<file path="src/rtl/snn_pkg.sv">
// Shared definitions for the integrate-and-fire neuron slice.
//   state_t      : sequencer states (IDLE, SCAN, DRAIN, FIRE)
//   *_DEF        : default NIN / WID / SYNWID
//   W_RD_LAT     : weight RAM read latency in cycles (data valid 1 cycle after w_rd)
package snn_pkg;

  localparam int unsigned NIN_DEF    = 16;
  localparam int unsigned WID_DEF    = 12;
  localparam int unsigned SYNWID_DEF = 8;
  localparam int unsigned W_RD_LAT   = 1;

  typedef enum logic [1:0] {
    IDLE  = 2'd0,
    SCAN  = 2'd1,
    DRAIN = 2'd2,
    FIRE  = 2'd3
  } state_t;

endpackage

</file>
<file path="src/rtl/snn_neuron_ctrl.sv">
// Sequencer for one integrate-and-fire neuron.
// Each timestep latches a spike vector and threshold, scans every axon
// (one per cycle), reads the weight of each active axon from an external
// RAM and feeds it to an external membrane accumulator, then compares the
// membrane with the threshold, emits a spike and clears the membrane on fire.
//
// Optional build macro: SAT_ACC_EN -- drops any weight that would overflow
// the membrane and raises the sticky sat flag. Without it sat is tied 0 and
// the membrane wraps modulo 2^WID.
//
// Ports:
//   clk, rst_n     clock, asynchronous active-low reset
//   start          begin timestep (sampled only in IDLE)
//   spike_in       input spike vector, sampled with start
//   threshold      firing threshold, sampled with start
//   soft_clr       membrane clear request (honoured only in IDLE)
//   busy           high outside IDLE
//   done           one-cycle pulse at end of timestep
//   spike_out      one-cycle pulse with done when the neuron fired
//   w_rd, w_addr   weight RAM read strobe / address
//   w_data         weight RAM data, valid one cycle after w_rd
//   acc_clr        accumulator clear
//   acc_valid      accumulator add strobe
//   acc_data       accumulator addend
//   acc            current membrane value
//   sat            sticky overflow flag (SAT_ACC_EN only)
module snn_neuron_ctrl
  import snn_pkg::*;
#(
  parameter int unsigned NIN    = NIN_DEF,
  parameter int unsigned WID    = WID_DEF,
  parameter int unsigned SYNWID = SYNWID_DEF,
  parameter int unsigned AW     = $clog2(NIN)
) (
  input  logic              clk,
  input  logic              rst_n,
  input  logic              start,
  input  logic [NIN-1:0]    spike_in,
  input  logic [WID-1:0]    threshold,
  input  logic              soft_clr,
  output logic              busy,
  output logic              done,
  output logic              spike_out,
  output logic              w_rd,
  output logic [AW-1:0]     w_addr,
  input  logic [SYNWID-1:0] w_data,
  output logic              acc_clr,
  output logic              acc_valid,
  output logic [SYNWID-1:0] acc_data,
  input  logic [WID-1:0]    acc,
  output logic              sat
);

  localparam int unsigned DW = (W_RD_LAT > 1) ? $clog2(W_RD_LAT) : 1;
  localparam logic [AW-1:0] LAST_IDX = AW'(NIN - 1);
  localparam logic [DW-1:0] LAST_DRN = DW'(W_RD_LAT - 1);

  state_t         state_q, state_d;
  logic [NIN-1:0] svec;
  logic [WID-1:0] thr;
  logic [AW-1:0]  idx;
  logic [DW-1:0]  drn;
  logic           pend;
  logic           fire;
  logic           idle_clr;
  logic           drop;

  assign busy     = (state_q != IDLE);
  assign w_addr   = idx;
  assign acc_data = w_data;
  assign idle_clr = (state_q == IDLE) && soft_clr;

  always_comb begin
    state_d = state_q;
    w_rd    = 1'b0;
    fire    = 1'b0;
    acc_clr = 1'b0;
    unique case (state_q)
      IDLE: begin
        acc_clr = soft_clr;
        if (start) state_d = SCAN;
      end
      SCAN: begin
        w_rd = svec[idx];
        if (idx == LAST_IDX) state_d = DRAIN;
      end
      DRAIN: begin
        if (drn == LAST_DRN) state_d = FIRE;
      end
      FIRE: begin
        fire    = (acc >= thr);
        acc_clr = fire;
        state_d = IDLE;
      end
      default: state_d = IDLE;
    endcase
  end

`ifdef SAT_ACC_EN
  logic [WID:0] sum_ext;
  logic         sat_q;

  assign sum_ext   = {1'b0, acc} + (WID+1)'(w_data);
  assign drop      = pend && sum_ext[WID];
  assign acc_valid = pend && !drop;
  assign sat       = sat_q;

  // A drop can only occur in SCAN/DRAIN, so it never coincides with the
  // IDLE soft clear or the FIRE clear.
  always_ff @(posedge clk or negedge rst_n) begin
    if (!rst_n) begin
      sat_q <= 1'b0;
    end else if (idle_clr || fire) begin
      sat_q <= 1'b0;
    end else if (drop) begin
      sat_q <= 1'b1;
    end
  end
`else
  assign drop      = 1'b0;
  assign acc_valid = pend;
  assign sat       = 1'b0;
`endif

  always_ff @(posedge clk or negedge rst_n) begin
    if (!rst_n) begin
      state_q   <= IDLE;
      svec      <= '0;
      thr       <= '0;
      idx       <= '0;
      drn       <= '0;
      pend      <= 1'b0;
      done      <= 1'b0;
      spike_out <= 1'b0;
    end else begin
      state_q   <= state_d;
      pend      <= w_rd;
      done      <= (state_q == FIRE);
      spike_out <= fire;
      unique case (state_q)
        IDLE: begin
          if (start) begin
            svec <= spike_in;
            thr  <= threshold;
            idx  <= '0;
          end
        end
        SCAN: begin
          drn <= '0;
          // Index holds at the last axon rather than wrapping; the next
          // start reloads it.
          if (idx != LAST_IDX) idx <= idx + 1'b1;
        end
        DRAIN: drn <= drn + 1'b1;
        default: ;
      endcase
    end
  end

endmodule

</file>
<file path="config.mk">
export PLATFORM = sky130hd
export DESIGN_NAME = snn_neuron_ctrl
export DESIGN_NICKNAME = d
export VERILOG_FILES = /design/src/rtl/snn_pkg.sv /design/src/rtl/snn_neuron_ctrl.sv
export SDC_FILE = /design/constraint.sdc
export NUM_CORES = 1
export LEC_CHECK = 0
export ABC_CLOCK_PERIOD_IN_PS = 3650
export CELL_PAD_IN_SITES_DETAIL_PLACEMENT = 0
export CELL_PAD_IN_SITES_GLOBAL_PLACEMENT = 1
export CORE_MARGIN = 10
export CORE_UTILIZATION = 38
export DETAILED_ROUTE_END_ITERATION = 16
export GPL_TIMING_DRIVEN = 0
export PLACE_DENSITY = 0.82
export SYNTH_ARGS = -nofsm -noshare
export SYNTH_HDL_FRONTEND = slang
export SYNTH_SLANG_ARGS = --single-unit
</file>
<file path="constraint.sdc">
create_clock -name clk -period 3.65 [get_ports clk]
set_clock_uncertainty 0.2 [all_clocks]
set_input_delay 0.73 -clock clk [delete_from_list [all_inputs] [get_ports clk]]
set_output_delay 0.73 -clock clk [all_outputs]
set_load 0.05 [all_outputs]
</file>
### Word-level counts from Yosys, hierarchy flattened

Index checks and enable logic that the tools add are counted.

| storage, ports and cells | value |
|---|---|
| register bits | 38 |
| bits in latches | 0 |
| memory bits (writable) | 0 |
| bits in read-only memories | 0 |
| input port bits | 52 |
| word-level logic and storage cells | 41 |
| memories kept | 0 |

| cells by class | value |
|---|---|
| add/subtract/negate cells | 2 |
| $mul | 0 |
| div/mod/pow operators | 0 |
| magnitude comparators | 2 |
| equality and inequality tests | 9 |
| shift-type cells | 0 |
| muxes and demuxes | 13 |
| bitwise gates (word level) | 0 |
| reduce and logical (&&, ||, !) cells | 7 |

Operators by type and width:

| operator | count |
|---|---|
| 12-bit >= comparator | 1 |
| 4-bit two-way mux | 2 |
| 2-bit != test, second input constant | 4 |
| 2-bit one-hot mux with 4 select lines | 1 |
| 4-bit one-hot mux with 2 select lines | 1 |
| 2-bit two-way mux | 3 |
| 3-bit AND reduction | 2 |
| 2-bit nonzero test | 3 |
| 4-bit by 5-bit less-than comparator with 1-bit output, second input constant | 1 |
| 4-bit by 1-bit adder with 4-bit output, second input constant | 1 |
| 1-bit binary-select mux with 4-bit select | 1 |
| 2-bit equality test, second input constant | 2 |
| 4-bit equality test, second input constant | 1 |
| 4-bit != test, second input constant | 1 |
| 1-bit one-hot mux with 2 select lines | 2 |
| 1-bit two-way mux | 3 |
| 2-bit by 1-bit equality test with 1-bit output, second input constant | 1 |
| 2-bit logical NOT | 1 |
| 2-bit AND reduction | 1 |
| 1-bit adder, second input constant | 1 |

### Logic depth before layout (Yosys ltp)

| depth | value |
|---|---|
| depth after elaboration | 3 |
| depth in mapped cells | 8 |
| depth with buffers taken out | 6 |

### Worst setup path before layout

No wires, ideal clock.

| timing path | value |
|---|---|
| kind | input -> output |
| start | in acc[9] |
| end | out acc_clr |
| arrival | 2.755 ns |
| setup slack | -0.035 ns |
| stages | 5 |
| path buffers | 0 |
| path through | ha_1 -> nand4_1 -> nor3_1 -> o31ai_1 -> a311oi_1 |

| on the way | value |
|---|---|
| longest elaborated chain between the ends | 2 |

RTL lines:

| item | RTL line | RTL |
|---|---|---|
| start, declared | snn_neuron_ctrl.sv:50 | `input logic [WID-1:0] acc,` |
| 12-bit >= comparator | snn_neuron_ctrl.sv:91 | `fire = (acc >= thr);` |
| 1-bit one-hot mux with 2 select lines | snn_neuron_ctrl.sv:78 | `unique case (state_q)` |
| end, declared | snn_neuron_ctrl.sv:47 | `output logic acc_clr,` |

No other way between the ends.

### Worst setup path after layout

Ends and elaborated chain as after synthesis.

==> results.cfg <==
[synth]
synth_top_cell_by_area = dfrtp_1
synth_top_flop_cell = dfrtp_1
ys_seq_elements = 38
synth_top_cell_area_share_pct = 45.8
synth.most_common_cell = dfrtp_1
syn-instance-count = 170
avgSynthCellArea_sq_um = 12.2
yosysUniqueCellTypes = 33
synth_edf_count = 0
syn-num-nets = 240
synth.area.top_cells = dfrtp_1 (46%), mux2_2 (16%), ha_1 (11%)
ys.warnings.count = 0
seq_area_frac_synth_pct = 45.8
async_flop_share_pct = 100
syn_area_sq_um = 2080
synth_common_cells = dfrtp_1 (38), mux2_2 (29), ha_1 (18), inv_1 (15), buf_4 (9)

[critical_path]
cp-start-kind = input pin
reg2reg_depth = 7
crit_type = input pin to output pin
path_max_fanout = 2
crit_arrival_ns = 2.59
endpoint_kind = output pin
required_ns = 2.72

[floorplan]
dieArea_sq_um = 8830
num_io_pins = 71
start_util_pct = 39.9
die_w_um = 94.0
coreArea_sq_um = 5200
die_h_um = 94.0
rows = 26

[timing]
relSlewSlack_pct = 42.5
fin_crit_sh_pct = 96.4
slew_violations = 0
setup_viol = 0
hold_viol = 0
max_clock_freq_mhz = 284
tightest_slew_ns = 0.863
setup_slack_ns = 0.131
rsz0062_at_grt = false
period_needed_ns = 3.52

[global_routing]
grt_overflow_total = 0
grt_max_degree = 39
grt_usage_pct = 10.6
grt_pass1_vias = 1491
grt_pass1_wl_mm = 7.38
antenna_found_initial = 0

[placed_design]
dpl.cell_count = 301
portBuffers = 61
pre_cts_slack_ns = -0.652
finalWeightedCongestion = 0.775
post-dp-hpwl_mm = 3.59
placed_cell_area_sq_um = 2780

[clocking]
cts.clk_slew.worst_paths_ns = 0.07
cts_inserted_buffers = 5
cts_tree = built
clock-sinks = 38
cts_max_level = 2
cts_setup_buffers = 0
clock_path_buffers = 2
cts_hold_buf = 0
clock_latency_ns = 0.29
root_buffer = clkbuf_8

[detailed_routing]
post-route-drc-count = 0
drt-initial-drc-count = 36
route.antenna.remaining_nets = 0
wl_mm = 4.56
wl_per_cell_um = 14.7
dr.pass1.iters = 4
vias = 1478
viasPerCell = 4.78

[layout]
fin_util_pct = 55.5
drive_above_1_share_pct = 23.0
filler_cell_count = 469
diodes = 0
nets = 308
fin_cells = 309
syn_to_final_growth_pct = 39.0
fin_area_sq_um = 2890

[run_status]
status = finished, final reports clean

[worst_hold_path]
hp-class = flop to flop
min_path_cells = 1

[power_and_ir_drop]
p_clk_share_pct = 14.0
total_leakage_power_nw = 1.30
swShare_pct = 37.5
internal_power_mw = 1.33
share_comb_of_total_power_pct = 50.9
p_seq_share_pct = 35.1
ir_drop_mv = 0.303
p_per_area_nw_per_um2 = 734
totalPowerFinal_mw = 2.12
power.net_switching_mw = 0.795

[job]
max-cap-violations = 0
-- critical path, stage by stage --
cell and delay [ns]:
clkdlybuf4s50_1 0.40, ha_1 0.31, a21o_1 0.18, a21o_1 0.20, a2111oi_4 0.38, a311oi_2 0.14, clkbuf_4 0.24
-- cells by family after synthesis --
group | Yosys count | synth area share (%)
AOI/OAI and AO/OA | 24 | 7.16
adders and majority gates | 18 | 10.8
buffers and inverters | 30 | 7.59
DFF | 38 | 45.8
muxes | 37 | 23.3
other | 1 | 0.180
and+or+nand+nor | 22 | 5.18
-- per-stage QoR --
stage	TNS (ns)	hold WS (ns)
6_report	0	0.281
2_1_floorplan	0	0.234
5_1_grt	0	0.303
3_3_place_gp	-0.684	0.265
4_1_cts	-0.0466	0.285
3_5_place_dp	-0.652	0.275
-- cells in the final DEF (no fill, tap or decap), types with 2 or more instances in the layout --
cell type         n
o21ai_0           6
nand2_1           5
nand4_1           2
buf_4             9
a21oi_1           6
a21o_1            2
o21a_1            2
mux2_2           29
dfrtp_1          38
clkbuf_8          6
o22ai_1           2
inv_1            15
clkbuf_1          3
mux4_1            4
nor2_1            5
mux2i_1           3
nand3_1           3
and2_1            2
ha_1             18
buf_2             3
clkdlybuf4s50_1  58
-- layer usage --
metal  GRT usage [%]  part of all wire [%]  vias to the layer above
met5               0                     0                        -
met4            3.80                   1.5                        0
met3            3.84                   7.2                        7
met2            17.4                    50                       40
met1            12.5                    42                      702
li1                -                     -                      729
-- final timing paths --
path                       endpoint  startpoint  slack (ns)
max                         acc_clr      acc[9]        0.13
min                             drn         drn        0.28
max reg2reg                 svec[9]  state_q[0]        1.41
min reg2reg                     drn         drn        0.28
max in group asynchronous    thr[6]       rst_n        2.36
min in group asynchronous    thr[5]       rst_n        0.35
-- sequential cells by signal, indices dropped and copies added (netlist names) --
name and count:
done 1, drn 1, acc_valid 1, svec 16, spike_out 1, thr 12
state_q 2, w_addr 4
-- power by group through the flow --
stage | Combinational [mW] | Clock, mW | Sequential, mW
global placement | 1.07 | 0 | 0.743
floorplan | 0.720 | 0 | 0.808
CTS | 1.08 | 0.312 | 0.746
global route | 1.20 | 0.334 | 0.772
finish | 1.08 | 0.296 | 0.744
detailed placement | 1.07 | 0 | 0.754
-- layout make-up --
class	count	area [sq um]	area share [%]
Buffer	15	101	3.51
Clock buffer	7	86.3	2.99
Clock inverter	1	5.00	0.173
Inverter	15	56.3	1.95
Multi-Input combinational cell	102	1000	34.6
Sequential cell	38	951	32.9
Tap cell	70	87.6	3.03
Timing Repair Buffer	61	602	20.8
-- timing repair --
action / in CTS / in global routing
pin swaps: 0 / 0
setup endpoints to repair: 2 / 1
gates resized for setup: 6 / 5
No activity file was read; power rests on OpenSTA's default activity.
